`config.mk`:
```
export PLATFORM = sky130hd
export DESIGN_NAME = controler_cursa
export DESIGN_NICKNAME = d
export VERILOG_FILES = /design/src/rtl/cursa_pkg.sv /design/src/rtl/detector_finish.sv /design/src/rtl/controler_cursa.sv
export SDC_FILE = /design/constraint.sdc
export NUM_CORES = 1
export LEC_CHECK = 0
export CORE_MARGIN = 3
export CORE_UTILIZATION = 61
export CTS_CLUSTER_SIZE = 10
export DETAILED_ROUTE_END_ITERATION = 12
export GPL_ROUTABILITY_DRIVEN = 0
export PLACE_DENSITY_LB_ADDON = 0.25
export SLEW_MARGIN = 20
export SYNTH_ARGS = -nofsm -noshare
export SYNTH_HDL_FRONTEND = slang
export SYNTH_SLANG_ARGS = --single-unit
```
`constraint.sdc`:
```
create_clock -name clk -period 5.5 [get_ports clk]
set_clock_uncertainty 0.1 [all_clocks]
set_input_delay 1.1 -clock clk [delete_from_list [all_inputs] [get_ports clk]]
set_output_delay 1.1 -clock clk [all_outputs]
set_load 0.01 [all_outputs]
```
`src/rtl/cursa_pkg.sv`:
```
// rtl/cursa_pkg.sv - shared encodings and ramp table for the run sequencer
package cursa_pkg;

  // Sequencer states
  localparam logic [2:0] ST_IDLE     = 3'd0;
  localparam logic [2:0] ST_RAMP     = 3'd1;
  localparam logic [2:0] ST_RUN      = 3'd2;
  localparam logic [2:0] ST_LOST     = 3'd3;
  localparam logic [2:0] ST_FINISHED = 3'd4;

  // Motor driver direction codes
  localparam logic [1:0] DIR_FWD   = 2'b10;
  localparam logic [1:0] DIR_REV   = 2'b01;
  localparam logic [1:0] DIR_BRAKE = 2'b00;

  // Circuit selector codes
  localparam logic [1:0] CIRC_CLEAR     = 2'b00;
  localparam logic [1:0] CIRC_STRAIGHT  = 2'b01;
  localparam logic [1:0] CIRC_CURVES    = 2'b10;
  localparam logic [1:0] CIRC_ENDURANCE = 2'b11;

  // Remembered side of the line
  localparam logic [1:0] SIDE_NONE  = 2'b00;
  localparam logic [1:0] SIDE_RIGHT = 2'b10;
  localparam logic [1:0] SIDE_LEFT  = 2'b01;

  localparam logic [11:0] DUTY_OFF = 12'h000;
  localparam logic [11:0] DUTY_MAX = 12'h999;

  // BCD duty for each soft-start step
  function automatic logic [11:0] ramp_duty(input logic [1:0] idx);
    case (idx)
      2'd0:    ramp_duty = 12'h250;
      2'd1:    ramp_duty = 12'h500;
      2'd2:    ramp_duty = 12'h750;
      default: ramp_duty = 12'h999;
    endcase
  endfunction

endpackage

```
`src/rtl/detector_finish.sv`:
```
// rtl/detector_finish.sv - finish-line debounce with re-arm, one-cycle lap pulse
module detector_finish
  #(
    parameter logic [15:0] DEB_CYCLES   = 16'd5000,
    parameter logic [15:0] REARM_CYCLES = 16'd50000
  )
  (
    input  logic clk,
    input  logic rst,
    input  logic enable,
    input  logic senzor_1,
    input  logic senzor_5,
    output logic lap
  );

  logic        armed;
  logic [15:0] deb_cnt;
  logic [15:0] rearm_cnt;
  logic        both_high;
  logic        both_low;

  assign both_high = senzor_1 & senzor_5;
  assign both_low  = ~senzor_1 & ~senzor_5;

  // While armed, count consecutive marker cycles; after a lap wait for a clean gap before re-arming
  always_ff @(posedge clk) begin
    if (rst || !enable) begin
      armed     <= 1'b1;
      deb_cnt   <= 16'd0;
      rearm_cnt <= 16'd0;
      lap       <= 1'b0;
    end else begin
      lap <= 1'b0;
      if (armed) begin
        rearm_cnt <= 16'd0;
        if (both_high) begin
          if (deb_cnt == DEB_CYCLES - 16'd1) begin
            lap     <= 1'b1;
            armed   <= 1'b0;
            deb_cnt <= 16'd0;
          end else begin
            deb_cnt <= deb_cnt + 16'd1;
          end
        end else begin
          deb_cnt <= 16'd0;
        end
      end else begin
        deb_cnt <= 16'd0;
        if (both_low) begin
          if (rearm_cnt == REARM_CYCLES - 16'd1) begin
            armed     <= 1'b1;
            rearm_cnt <= 16'd0;
          end else begin
            rearm_cnt <= rearm_cnt + 16'd1;
          end
        end else begin
          rearm_cnt <= 16'd0;
        end
      end
    end
  end

endmodule

```
`src/rtl/controler_cursa.sv`:
```
// rtl/controler_cursa.sv - line-follower run sequencer with registered motor outputs
module controler_cursa
  import cursa_pkg::*;
  #(
    parameter logic [15:0] DEB_CYCLES   = 16'd5000,
    parameter logic [15:0] REARM_CYCLES = 16'd50000,
    parameter logic [19:0] RAMP_CYCLES  = 20'd250000,
    parameter logic [23:0] LOST_TIMEOUT = 24'd5000000,
    parameter logic [7:0]  LAPS_CURBE   = 8'd10
  )
  (
    input  logic        clk,
    input  logic        rst,
    input  logic        start,
    input  logic        senzor_1,
    input  logic        senzor_2,
    input  logic        senzor_3,
    input  logic        senzor_4,
    input  logic        senzor_5,
    input  logic [1:0]  circuit,
    output logic [1:0]  directie_driverA,
    output logic [1:0]  directie_driverB,
    output logic [11:0] factor_dc_driverA,
    output logic [11:0] factor_dc_driverB,
    output logic [7:0]  count_ture,
    output logic        stop,
    output logic        fault,
    output logic        semnal_dreapta,
    output logic        semnal_stanga
  );

  logic [2:0]  state, state_n;
  logic [1:0]  ramp_idx, ramp_idx_n;
  logic [19:0] ramp_cnt, ramp_cnt_n;
  logic [23:0] lost_cnt, lost_cnt_n;
  logic [1:0]  side, side_n;
  logic [7:0]  count_n;
  logic        fault_n;
  logic        start_q;
  logic        start_rise;
  logic        active;
  logic        lap;
  logic        lap_stop;
  logic        line_seen;
  logic [1:0]  dir_a_n, dir_b_n;
  logic [11:0] duty_n;
  logic        stop_n;

  assign start_rise = start & ~start_q;
  assign active     = (state == ST_RAMP) || (state == ST_RUN) || (state == ST_LOST);
  assign line_seen  = senzor_2 | senzor_3 | senzor_4;
  assign lap_stop   = ((circuit == CIRC_STRAIGHT) && (count_ture >= 8'd1)) ||
                      ((circuit == CIRC_CURVES)   && (count_ture >= LAPS_CURBE));

  detector_finish #(
    .DEB_CYCLES   (DEB_CYCLES),
    .REARM_CYCLES (REARM_CYCLES)
  ) u_detector_finish (
    .clk      (clk),
    .rst      (rst),
    .enable   (active),
    .senzor_1 (senzor_1),
    .senzor_5 (senzor_5),
    .lap      (lap)
  );

  // Next state, counters and the outputs that belong to the state being entered
  always_comb begin
    state_n    = state;
    ramp_idx_n = ramp_idx;
    ramp_cnt_n = ramp_cnt;
    lost_cnt_n = lost_cnt;
    side_n     = side;
    count_n    = count_ture;
    fault_n    = fault;

    if (active) begin
      if (lap && (count_ture != 8'hFF)) count_n = count_ture + 8'd1;
      if (senzor_2)      side_n = SIDE_RIGHT;
      else if (senzor_4) side_n = SIDE_LEFT;
    end

    case (state)
      ST_IDLE: begin
        side_n = SIDE_NONE;
        if (start_rise && (circuit != CIRC_CLEAR)) begin
          state_n    = ST_RAMP;
          ramp_idx_n = 2'd0;
          ramp_cnt_n = 20'd0;
        end
      end
      ST_RAMP: begin
        if (lap_stop) begin
          state_n = ST_FINISHED;
        end else if (ramp_cnt == RAMP_CYCLES - 20'd1) begin
          ramp_cnt_n = 20'd0;
          if (ramp_idx == 2'd3) state_n = ST_RUN;
          else                  ramp_idx_n = ramp_idx + 2'd1;
        end else begin
          ramp_cnt_n = ramp_cnt + 20'd1;
        end
      end
      ST_RUN: begin
        if (lap_stop) begin
          state_n = ST_FINISHED;
        end else if (!line_seen) begin
          state_n    = ST_LOST;
          lost_cnt_n = 24'd0;
        end
      end
      ST_LOST: begin
        if (lap_stop) begin
          state_n = ST_FINISHED;
        end else if (line_seen) begin
          state_n    = ST_RUN;
          lost_cnt_n = 24'd0;
        end else if (lost_cnt == LOST_TIMEOUT - 24'd1) begin
          state_n    = ST_FINISHED;
          fault_n    = 1'b1;
          lost_cnt_n = 24'd0;
        end else begin
          lost_cnt_n = lost_cnt + 24'd1;
        end
      end
      ST_FINISHED: state_n = ST_FINISHED;
      default:     state_n = ST_IDLE;
    endcase

    // Selecting the clear circuit abandons any run and wipes the lap history
    if (circuit == CIRC_CLEAR) begin
      state_n = ST_IDLE;
      count_n = 8'd0;
      fault_n = 1'b0;
    end

    dir_a_n = DIR_BRAKE;
    dir_b_n = DIR_BRAKE;
    duty_n  = DUTY_OFF;
    stop_n  = 1'b1;
    case (state_n)
      ST_RAMP, ST_RUN: begin
        dir_a_n = senzor_2 ? DIR_REV : DIR_FWD;
        dir_b_n = senzor_4 ? DIR_REV : DIR_FWD;
        duty_n  = (state_n == ST_RAMP) ? ramp_duty(ramp_idx_n) : DUTY_MAX;
        stop_n  = ~senzor_3;
      end
      ST_LOST: begin
        case (side_n)
          SIDE_RIGHT: begin dir_a_n = DIR_REV; dir_b_n = DIR_FWD; end
          SIDE_LEFT:  begin dir_a_n = DIR_FWD; dir_b_n = DIR_REV; end
          default:    begin dir_a_n = DIR_REV; dir_b_n = DIR_REV; end
        endcase
        duty_n = DUTY_MAX;
        stop_n = ~senzor_3;
      end
      default: begin
        dir_a_n = DIR_BRAKE;
        dir_b_n = DIR_BRAKE;
        duty_n  = DUTY_OFF;
        stop_n  = 1'b1;
      end
    endcase
  end

  // Register state and every output so the drivers never see combinational glitches
  always_ff @(posedge clk) begin
    if (rst) begin
      state             <= ST_IDLE;
      ramp_idx          <= 2'd0;
      ramp_cnt          <= 20'd0;
      lost_cnt          <= 24'd0;
      side              <= SIDE_NONE;
      start_q           <= 1'b0;
      count_ture        <= 8'd0;
      fault             <= 1'b0;
      stop              <= 1'b1;
      directie_driverA  <= DIR_BRAKE;
      directie_driverB  <= DIR_BRAKE;
      factor_dc_driverA <= DUTY_OFF;
      factor_dc_driverB <= DUTY_OFF;
      semnal_dreapta    <= 1'b0;
      semnal_stanga     <= 1'b0;
    end else begin
      state             <= state_n;
      ramp_idx          <= ramp_idx_n;
      ramp_cnt          <= ramp_cnt_n;
      lost_cnt          <= lost_cnt_n;
      side              <= side_n;
      start_q           <= start;
      count_ture        <= count_n;
      fault             <= fault_n;
      stop              <= stop_n;
      directie_driverA  <= dir_a_n;
      directie_driverB  <= dir_b_n;
      factor_dc_driverA <= duty_n;
      factor_dc_driverB <= duty_n;
      semnal_dreapta    <= senzor_1;
      semnal_stanga     <= senzor_5;
    end
  end

endmodule
```
Yosys cells after proc, flatten, opt, wreduce, memory -nomap -nowiden
Index checks and enable logic that the tools add are counted.
Word-level totals
  register bits after elaboration: 114
  latch bits: 0
  RAM bits: 0
  bits in read-only memories: 0
  input bits: 10
  output and inout port bits: 40
  logic and storage cells: 136
  memories kept: 0
Operators by class
  add/subtract/negate cells: 6
  multiply operators: 0
  divide/modulo/power cells: 0
  order comparisons: 2
  eq/ne operators: 24
  shift operators: 0
  multiplexer cells: 45
  bitwise logic cells: 15
  reduce and logical (&&, ||, !) cells: 26
Operator list (number)
  $mux 24: 5
  $mux 20: 3
  $pmux 24 s2: 1
  $pmux 20 s2: 1
  $pmux 12 s3: 1
  $add 16x1->16 const B: 2
  $mux 3: 10
  $add 24x1->24 const B: 1
  $eq 24x23->1 const B: 1
  $mux 2: 12
  $pmux 12 s2: 1
  $add 20x1->20 const B: 1
  $eq 20x18->1 const B: 1
  $eq 16x13->1 const B: 1
  $eq 16x16->1 const B: 1
  $pmux 3 s5: 1
  $eq 3x2->1 const B: 4
  $mux 12: 1
  $pmux 2 s2: 3
  $ne 2x2->1 const B: 5
  $not 1->1: 10
  $add 8x1->8 const B: 1
  $eq 2x2->1 const B: 4
  $ge 8x1->1 const B: 1
  other kinds (21): 46

Longest topological paths before layout
Gate-level depths: netlist of run 1.
  depth in word-level cells: 10
  mapped depth: 13

Cells and area by module
A second synthesis of run 1 with hierarchy kept.
Second synthesis, totals
  cells, all modules: 625
  area, all modules: 5372.7 um^2
Modules (own cells, without submodules)
  controler_cursa: instances 1, cells each 455, area an instance 3831.2 um^2
  detector_finish: instances 1, cells each 170, area an instance 1541.5 um^2

Worst setup path after synthesis of run 1
Ideal clock, no wire load.
  path type: input -> register
  start point: input port circuit[1]
  end point: register factor_dc_driverB[7]
  setup time: 0.121 ns
  arrival: 2.804 ns
  data required time: 5.279 ns
  setup slack: 2.474 ns
  stages: 11
  path buffers: 1
  cells stage by stage: nand2b_1 a21oi_1 or2_1 buf_2 nor4_1 nand3b_1 o211ai_1 inv_1 ha_1 nor2b_1 nor3_1
On the way
  cells in the longest elaborated chain, start to end: 9
Ends and longest elaborated chain
  start, declared: RTL line controler_cursa.sv:20  | input logic [1:0] circuit,
  $eq 2x1->1 / $eq 2x2->1 (equally long branches): RTL line controler_cursa.sv:52, controler_cursa.sv:53
  $logic_and 1x1->1 (on tied branches): RTL line controler_cursa.sv:52, controler_cursa.sv:53
  $logic_or 1x1->1: RTL line controler_cursa.sv:52  | assign lap_stop = ((circuit == CIRC_STRAIGHT) && (count_ture >= 8'd1)) ||
  $mux 2: RTL line controler_cursa.sv:93  | if (lap_stop) begin
  $pmux 2 s2 (*): RTL line controler_cursa.sv:83  | case (state)
  net ramp_idx_n[0]: RTL line controler_cursa.sv:33  | logic [1:0] ramp_idx, ramp_idx_n;
  $eq 2x2->1 (tied with other cells): RTL line cursa_pkg.sv:32  | case (idx)
  $pmux 12 s3 (*): RTL line cursa_pkg.sv:32
  $mux 12 (*): RTL line controler_cursa.sv:144  | duty_n = (state_n == ST_RAMP) ? ramp_duty(ramp_idx_n) : DUTY_MAX;
  $pmux 12 s2 (*): RTL line controler_cursa.sv:140  | case (state_n)
  end signal, assigned: RTL line controler_cursa.sv:196  | factor_dc_driverB <= duty_n;
  end, declared: RTL line controler_cursa.sv:24  | output logic [11:0] factor_dc_driverB,
Mark *: on every way through the listed nets, which the timed path passes. The rest lies on a longest branch.
A chain may end at the register's enable or synchronous reset.

Final worst setup path of run 1
  start point: input port senzor_2
  end point: register lost_cnt[22]
On the way
  cells in the longest elaborated chain, start to end: 5
Ends and longest elaborated chain
  start, declared: RTL line controler_cursa.sv:16  | input logic senzor_2,
  $or 1x1->1 (*) (2 in series): RTL line controler_cursa.sv:51  | assign line_seen = senzor_2 | senzor_3 | senzor_4;
  $mux 24: RTL line controler_cursa.sv:114  | end else if (line_seen) begin
  $mux 24: RTL line controler_cursa.sv:112  | if (lap_stop) begin
  $pmux 24 s2: RTL line controler_cursa.sv:83
  end signal, assigned: RTL line controler_cursa.sv:187  | lost_cnt <= lost_cnt_n;
  end, declared: RTL line controler_cursa.sv:35  | logic [23:0] lost_cnt, lost_cnt_n;
Mark *: on every way between the ends. The rest lies on a longest branch, timed or not. The select of a mux whose other input is x is not followed.

==> results.tsv, run 1 <==
stage	metric	value	unit
layout	final_common_cell	nor2_1	
synth	ys_types	59	
setup_path	crit_slowest_cell	nor3_2	
setup_path	critPathLaunchType	input pin	
die	rows	32	
layout	regArea	2140	um^2
pwr	clkPwrFrac	32.8	%
setup_path	rr_startpoint	count_ture[0]	
pwr	p_seq_share	61.8	%
route	dr.pass1.iters	5	
sta	rsz0062_at_grt	no	
pwr	p_switching	297	uW
sta	slew_viol_final	0	
clock_network	numCtsBuffers	9	
grt	grt_pass1_vias	3990	
sta	fin_tns_setup	0	ns
placed_design	dp_slack	1.60	ns
setup_path	cp_common_cell	nor3_1	
die	dieArea	9620	um^2
setup_path	cp-end-kind	register	
die	io_pins	50	
sta	setup_violations	0	
sta	whs	0.371	ns
layout	multi_input_area	2780	um^2
setup_path	rr_endpoint	factor_dc_driverB[9]	
sta	worstMarginPinSlew	0.923	ns
pwr	irDropWorstVdd	154	uV
clock_network	htreeDepth	3	
route	vias_per_cell	5.73	
synth	synth_edf_count	0	
min_path	hold_class	register to register	
die	core	7970	um^2
sta	fin_ws	1.93	ns
layout	drive_gt1_share	4.43	%
grt	overflow	0	
clock_network	clock-sinks	107	
sta	fmax	280	MHz
clock_network	post_cts_buffers	0	
route	drt-total-wl	10.2	mm
sta	report.final.hold_viol_count	0	
route	ant_nets	0	
die	die_h	98.1	um
clock_network	clockRootBuffer	clkbuf_8	
synth	ys_warn_count	0	
placed_design	dp_hpwl	7.34	mm
clock_network	cts-resized-gates	0	
layout	n_antenna_cell	0	
sta	fin_crit	3.57	ns
clock_network	cts_max_path_buffers	2	
grt	grt_first_pass_wirelength	17.5	mm
layout	area_growth	9.97	%
pwr	power_leakage	1.94	nW
clock_network	path_clk_slew	0.09	ns
grt	grt_antenna_before_repair	0	
clock_network	insertion_delay	0.36	ns
setup_path	cp_num_buf_inv	1	
run_status	status	complete, no violations	
synth	syn_avg_cell_area	8.51	um^2
setup_path	crit_fanout	15	
min_path	hold_path_depth	1	
layout	mostFrequentLayoutCells	nor2_1, dfxtp_1, clkdlybuf4s50_1, xor2_1, nand2_1	
min_path	hp-start	u_detector_finish.deb_cnt[0]	
setup_path	reg2regPathDepth	11	
sta	slew_headroom	38.1	%
clock_network	ctsHoldBuffers	0	
setup_path	slowest_delay	0.72	ns
setup_path	crit_family	simple AND/OR/NAND/NOR gates	
pwr	p_sw_share	23.4	%
pwr	pwr-share-comb	5.4	%
setup_path	cp.arrival	3.70	ns
pwr	p_int	971	uW
synth	yosysSeqAreaShare	41.4	%
die	die_x	98.1	um
route	drt-initial-drc-count	218	
grt	grt_max_degree	20	
pwr	power_density	223	nW/um^2
synth	netlist_area	5170	um^2
clock_network	cts_tree	yes	
grt	track_usage	21.4	%
setup_path	worstPathRequired	5.63	ns
synth	synth_flop_cell	dfxtp_1	
placed_design	port_buffers	43	
route	drc	0	
sta	finalCritPeriodShare	65.0	%
die	start_util	64.9	%
setup_path	r2r_slack	2.26	ns
synth	synth-seq-cells	107	
route	wl_per_cell	13.9	um
synth	synthArstFlopShare	0	%
setup_path	worst-setup-path-type	input pin to register	
run	drv_cap	0	
synth	netlist_instances	608	
layout	n_fill_cell	638	
route	vias	4207	
min_path	hold_path_end	u_detector_finish.deb_cnt[0]	
setup_path	crit_chain	clkdlybuf4s50_1 -> nor3_1 -> o21ai_0 -> nor3_2 -> nand3_1 -> nor3_1 -> xnor2_1 -> nor2_1	
layout	nets	651	
-- power groups by stage --
stage / logic, mW / registers (mW) / clock network [mW]
after floorplan: 0.0461 / 0.803 / 0
after global placement: 0.0669 / 0.801 / 0
after detailed placement: 0.0677 / 0.802 / 0
after CTS: 0.0681 / 0.784 / 0.428
after global routing: 0.0748 / 0.785 / 0.456
final: 0.0687 / 0.783 / 0.415
-- per-layer routing --
layer,share of wire [%],routed length [um],track usage [%]
met2,49,4970,37.1
met3,5.7,581,3.00
met1,44,4520,27.3
met4,1.4,141,7.14
met5,0,0,0
-- sequential cells by signal, summed over array words and instances (netlist names), 3 cells and up --
signal,count
u_detector_finish.deb_cnt,16
lost_cnt,24
u_detector_finish.rearm_cnt,16
state,3
factor_dc_driverB,5
count_ture,8
ramp_cnt,20
-- synthesized netlist by cell type (all sizes together) (2+ instances only) --
cell / instances / area share [%]
nor2: 113 / 8.3
dfxtp: 107 / 41
xor2: 41 / 6.9
nand2: 37 / 2.7
nand3: 31 / 3.0
nand4: 27 / 3.3
buf: 24 / 3.2
o21ai: 22 / 2.2
a21oi: 21 / 2.0
xnor2: 21 / 3.6
nor3: 17 / 1.7
clkbuf: 16 / 1.2
and3: 15 / 1.8
ha: 13 / 3.1
inv: 10 / 0.73
nor2b: 9 / 1.1
or3: 9 / 1.1
nand2b: 8 / 0.97
nor4: 7 / 1.3
nor4b: 6 / 1.5
a211oi: 5 / 0.97
and4: 5 / 0.85
and2: 4 / 0.51
nand3b: 4 / 0.58
or2: 4 / 0.48
mux2i: 3 / 0.58
nand4b: 3 / 0.51
o22ai: 3 / 0.36
or4: 3 / 0.51
a21o: 2 / 0.29
and4b: 2 / 0.39
nor3b: 2 / 0.29
o211ai: 2 / 0.29
o21bai: 2 / 0.29
-- worst reg2reg max path, cell delays in order, from the launching register on --
cell	delay, ns
dfxtp_1	0.47
inv_1	0.10
ha_1	0.20
o31ai_1	0.28
a21oi_1	0.21
or2_1	0.37
nor4_1	0.50
nand3b_1	0.13
o211ai_1	0.24
inv_1	0.12
ha_1	0.24
nor3_1	0.21
-- per-stage QoR --
stage / total power, mW / instance area [um^2] / cells / utilization (%)
after detailed placement: 0.869 / 5530 / 719 / 69.4
after global placement: 0.868 / 5530 / 719 / 69.4
after floorplan: 0.849 / 5190 / 613 / -
after CTS: 1.28 / 5690 / 734 / 71.4
final: 1.27 / 5690 / 734 / 71.4
after global routing: 1.32 / 5690 / 734 / 71.4
-- cells by family after synthesis --
group,Yosys count,synth area share (%)
simple gates,308,31.2
flops,107,41.4
compound gates,64,7.94
xor+xnor,62,10.5
buf+inv,50,5.15
fa+ha+maj,13,3.15
mux,3,0.581
other cells,1,0.0725
-- layout make-up --
class / count / share of cell area, %
clock buffer: 11 / 2.31
clock inverter: 4 / 0.506
inverter: 10 / 0.660
multi-input combinational: 456 / 48.9
sequential: 107 / 37.7
tap: 102 / 2.24
timing repair buffer: 44 / 7.70
-- how the worst max path moves through the flow --
stage	start	to	slack [ns]	depth (start not counted)
finish	senzor_2	lost_cnt[22]	1.93	8
CTS	senzor_2	lost_cnt[22]	1.98	8
detailed placement	senzor_2	lost_cnt[22]	1.60	8
floorplan	circuit[1]	factor_dc_driverB[7]	2.47	11
global route	senzor_4	lost_cnt[20]	1.76	8
global placement	senzor_2	lost_cnt[22]	1.75	8
Note: power is estimated with default switching activity, not from simulation.
==> run 2, diff against run 1 <==
--- a/config.mk
+++ b/config.mk
@@ -6,7 +6,7 @@
 export NUM_CORES = 1
 export LEC_CHECK = 0
 export CORE_MARGIN = 3
-export CORE_UTILIZATION = 61
+export CORE_UTILIZATION = 57
 export CTS_CLUSTER_SIZE = 10
 export DETAILED_ROUTE_END_ITERATION = 12
 export GPL_ROUTABILITY_DRIVEN = 0
==> constraint.sdc (replaced) <==
create_clock -name clk -period 3.6 [get_ports clk]
set_clock_uncertainty 0.1 [all_clocks]
set_input_delay 0.72 -clock clk [delete_from_list [all_inputs] [get_ports clk]]
set_output_delay 0.72 -clock clk [all_outputs]
set_load 0.01 [all_outputs]
==> results.tsv, run 2 (same netlist as run 1, synthesis figures left out) <==
stage	metric	value	unit	change
run_status	status	complete, no violations		
setup_path	crit_start	count_ture[0]		
clock_network	cts-resized-gates	0		unchanged
layout	n_fill_cell	772		+21%
setup_path	reg2regPathDepth	12		+1
sta	fmax	315	MHz	
grt	grt_pass1_vias	3880		-2.8%
setup_path	cp-endpoint	factor_dc_driverB[7]		
setup_path	crit_family	simple AND/OR/NAND/NOR gates		
layout	nets	655		+0.61%
layout	final_common_cell	nor2_1		
clock_network	htreeDepth	3		unchanged
grt	grt_first_pass_wirelength	17.5	mm	-0.27%
sta	fin_crit	3.17	ns	
route	drt-initial-drc-count	134		-39%
route	wl_per_cell	13.9	um	-0.30%
layout	reg.largest.list	lost_cnt (24), ramp_cnt (20)		
route	vias_per_cell	5.67		-1.1%
setup_path	worst-setup-path-type	register to register		
layout	drive_gt1_share	5.50	%	+1.1 points
setup_path	rr_endpoint	factor_dc_driverB[7]		
placed_design	dp_hpwl	7.48	mm	+1.9%
clock_network	post_cts_buffers	0		unchanged
run	drv_cap	0		unchanged
sta	slew_viol_final	0		unchanged
route	ant_nets	0		unchanged
setup_path	rr_startpoint	count_ture[0]		
pwr	power	1.98	mW	+56%
pwr	power_density	344	nW/um^2	+54%
layout	largest-register	lost_cnt		
clock_network	cts_tree	yes		
setup_path	path_depth	12		+4
die	die_h	101	um	+3.2%
setup_path	crit_slowest_cell	dfxtp_1		
layout	largest_register_ffs	24		unchanged
layout	area_growth	11.2	%	
setup_path	worstPathRequired	3.76	ns	-1.87 ns
grt	grt_antenna_before_repair	0		unchanged
grt	grt_max_degree	19		-5.0%
die	die_x	101	um	+3.2%
route	vias	4217		+0.24%
pwr	irDropWorstVdd	251	uV	+64%
sta	finalCritPeriodShare	88.2	%	
min_path	hp-start	u_detector_finish.deb_cnt[0]		
layout	n_antenna_cell	0		unchanged
die	start_util	59.0	%	-5.9 points
sta	report.final.hold_viol_count	0		unchanged
pwr	power_leakage	1.97	nW	+1.8%
setup_path	cp-end-kind	register		
setup_path	crit_fanout	7		-8
clock_network	ctsHoldBuffers	0		unchanged
clock_network	clock-sinks	107		unchanged
clock_network	insertion_delay	0.36	ns	about the same
sta	setup_violations	0		unchanged
die	dieArea	10300	um^2	+6.6%
clock_network	numCtsBuffers	9		unchanged
sta	fin_tns_setup	0	ns	unchanged
die	rows	34		+6.3%
route	drt-total-wl	10.3	mm	+1.1%
placed_design	port_buffers	43		unchanged
placed_design	dpl-instance-area	5560	um^2	+0.68%
setup_path	cp.arrival	3.34	ns	-0.36 ns
layout	regArea	2140	um^2	unchanged
grt	overflow	0		unchanged
setup_path	critPathLaunchType	register		
layout	fin_area	5750	um^2	+1.1%
clock_network	path_clk_slew	0.10	ns	about the same
grt	track_usage	20.9	%	-0.48 points
sta	rsz0062_at_grt	no		
sta	slew_headroom	59.7	%	+22 points
layout	multi_input_area	2790	um^2	+0.22%
route	dr.pass1.iters	4		-1
layout	utilization	65.6	%	-5.8 points
setup_path	crit_chain	inv_1 -> ha_1 -> o31ai_1 -> a21oi_1 -> or2_1 -> nor4_2 -> nand3b_1 -> o211ai_1 -> inv_1 -> ha_1 -> nor2b_1 -> nor3_1		
layout	mostFrequentLayoutCells	nor2_1, dfxtp_1, clkdlybuf4s50_1, xor2_1, nand2_1		
clock_network	cts_max_path_buffers	2		unchanged
min_path	hold_class	register to register		
setup_path	slowest_delay	0.46	ns	-0.26 ns
setup_path	cp_num_buf_inv	2		+1
sta	worstMarginPinSlew	0.605	ns	-0.318 ns
die	core	8760	um^2	+10%
route	drc	0		unchanged
clock_network	clockRootBuffer	clkbuf_8		
die	io_pins	50		unchanged
setup_path	r2r_slack	0.43	ns	-1.83 ns
-- run 2: cell types whose count changed in the layout (fill, tap and decap cells not counted), sizes merged --
cell      before  now
buf            1    5
clkinv         2    3
clkinvlp       2    1
-- run 2: metal layers --
| metal | vias to the layer above | share of wire [%] | track usage [%] |
|---|---|---|---|
| li1 | 2122 | - | - |
| met1 | 1976 | 46 | 26.5 |
| met2 | 97 | 48 | 34.9 |
| met3 | 22 | 4.0 | 3.31 |
| met4 | 0 | 2.3 | 9.61 |
| met5 | - | 0 | 0 |
-- run 2: layout make-up --
type                       instances  area share (%)
multi-input combinational        456            48.5
sequential                       107            37.3
timing repair buffer              48            8.14
clock buffer                      11            2.63
tap                              108            2.35
inverter                          10           0.653
clock inverter                     4           0.457
-- run 2: worst min-delay path by stage --
| stage | end | slack [ns] | depth (start not counted) |
|---|---|---|---|
| after floorplan | u_detector_finish.deb_cnt[0] | 0.32 | 1 |
| after global placement | u_detector_finish.deb_cnt[0] | 0.33 | 1 |
| after detailed placement | u_detector_finish.deb_cnt[0] | 0.34 | 1 |
| after CTS | u_detector_finish.deb_cnt[0] | 0.36 | 1 |
| after global routing | u_detector_finish.deb_cnt[0] | 0.39 | 1 |
| final | u_detector_finish.deb_cnt[0] | 0.35 | 1 |
-- run 2: report_power, final --
| group | total, mW | leakage (nW) | switching [mW] | internal (mW) |
|---|---|---|---|---|
| sequential | 1.20 | 0.863 | 0.00549 | 1.19 |
| combinational | 0.111 | 1.02 | 0.0643 | 0.0466 |
| clock | 0.670 | 0.0912 | 0.385 | 0.285 |
| total | 1.98 | 1.97 | 0.455 | 1.52 |
-- run 2: metrics by stage --
step / worst slack, ns / instances / hold WS [ns]
final: 0.426 / 744 / 0.354
after global routing: 0.0732 / 744 / 0.395
after floorplan: 0.700 / 613 / 0.318
after detailed placement: 0.149 / 729 / 0.345
after CTS: 0.304 / 744 / 0.363
after global placement: 0.287 / 729 / 0.329
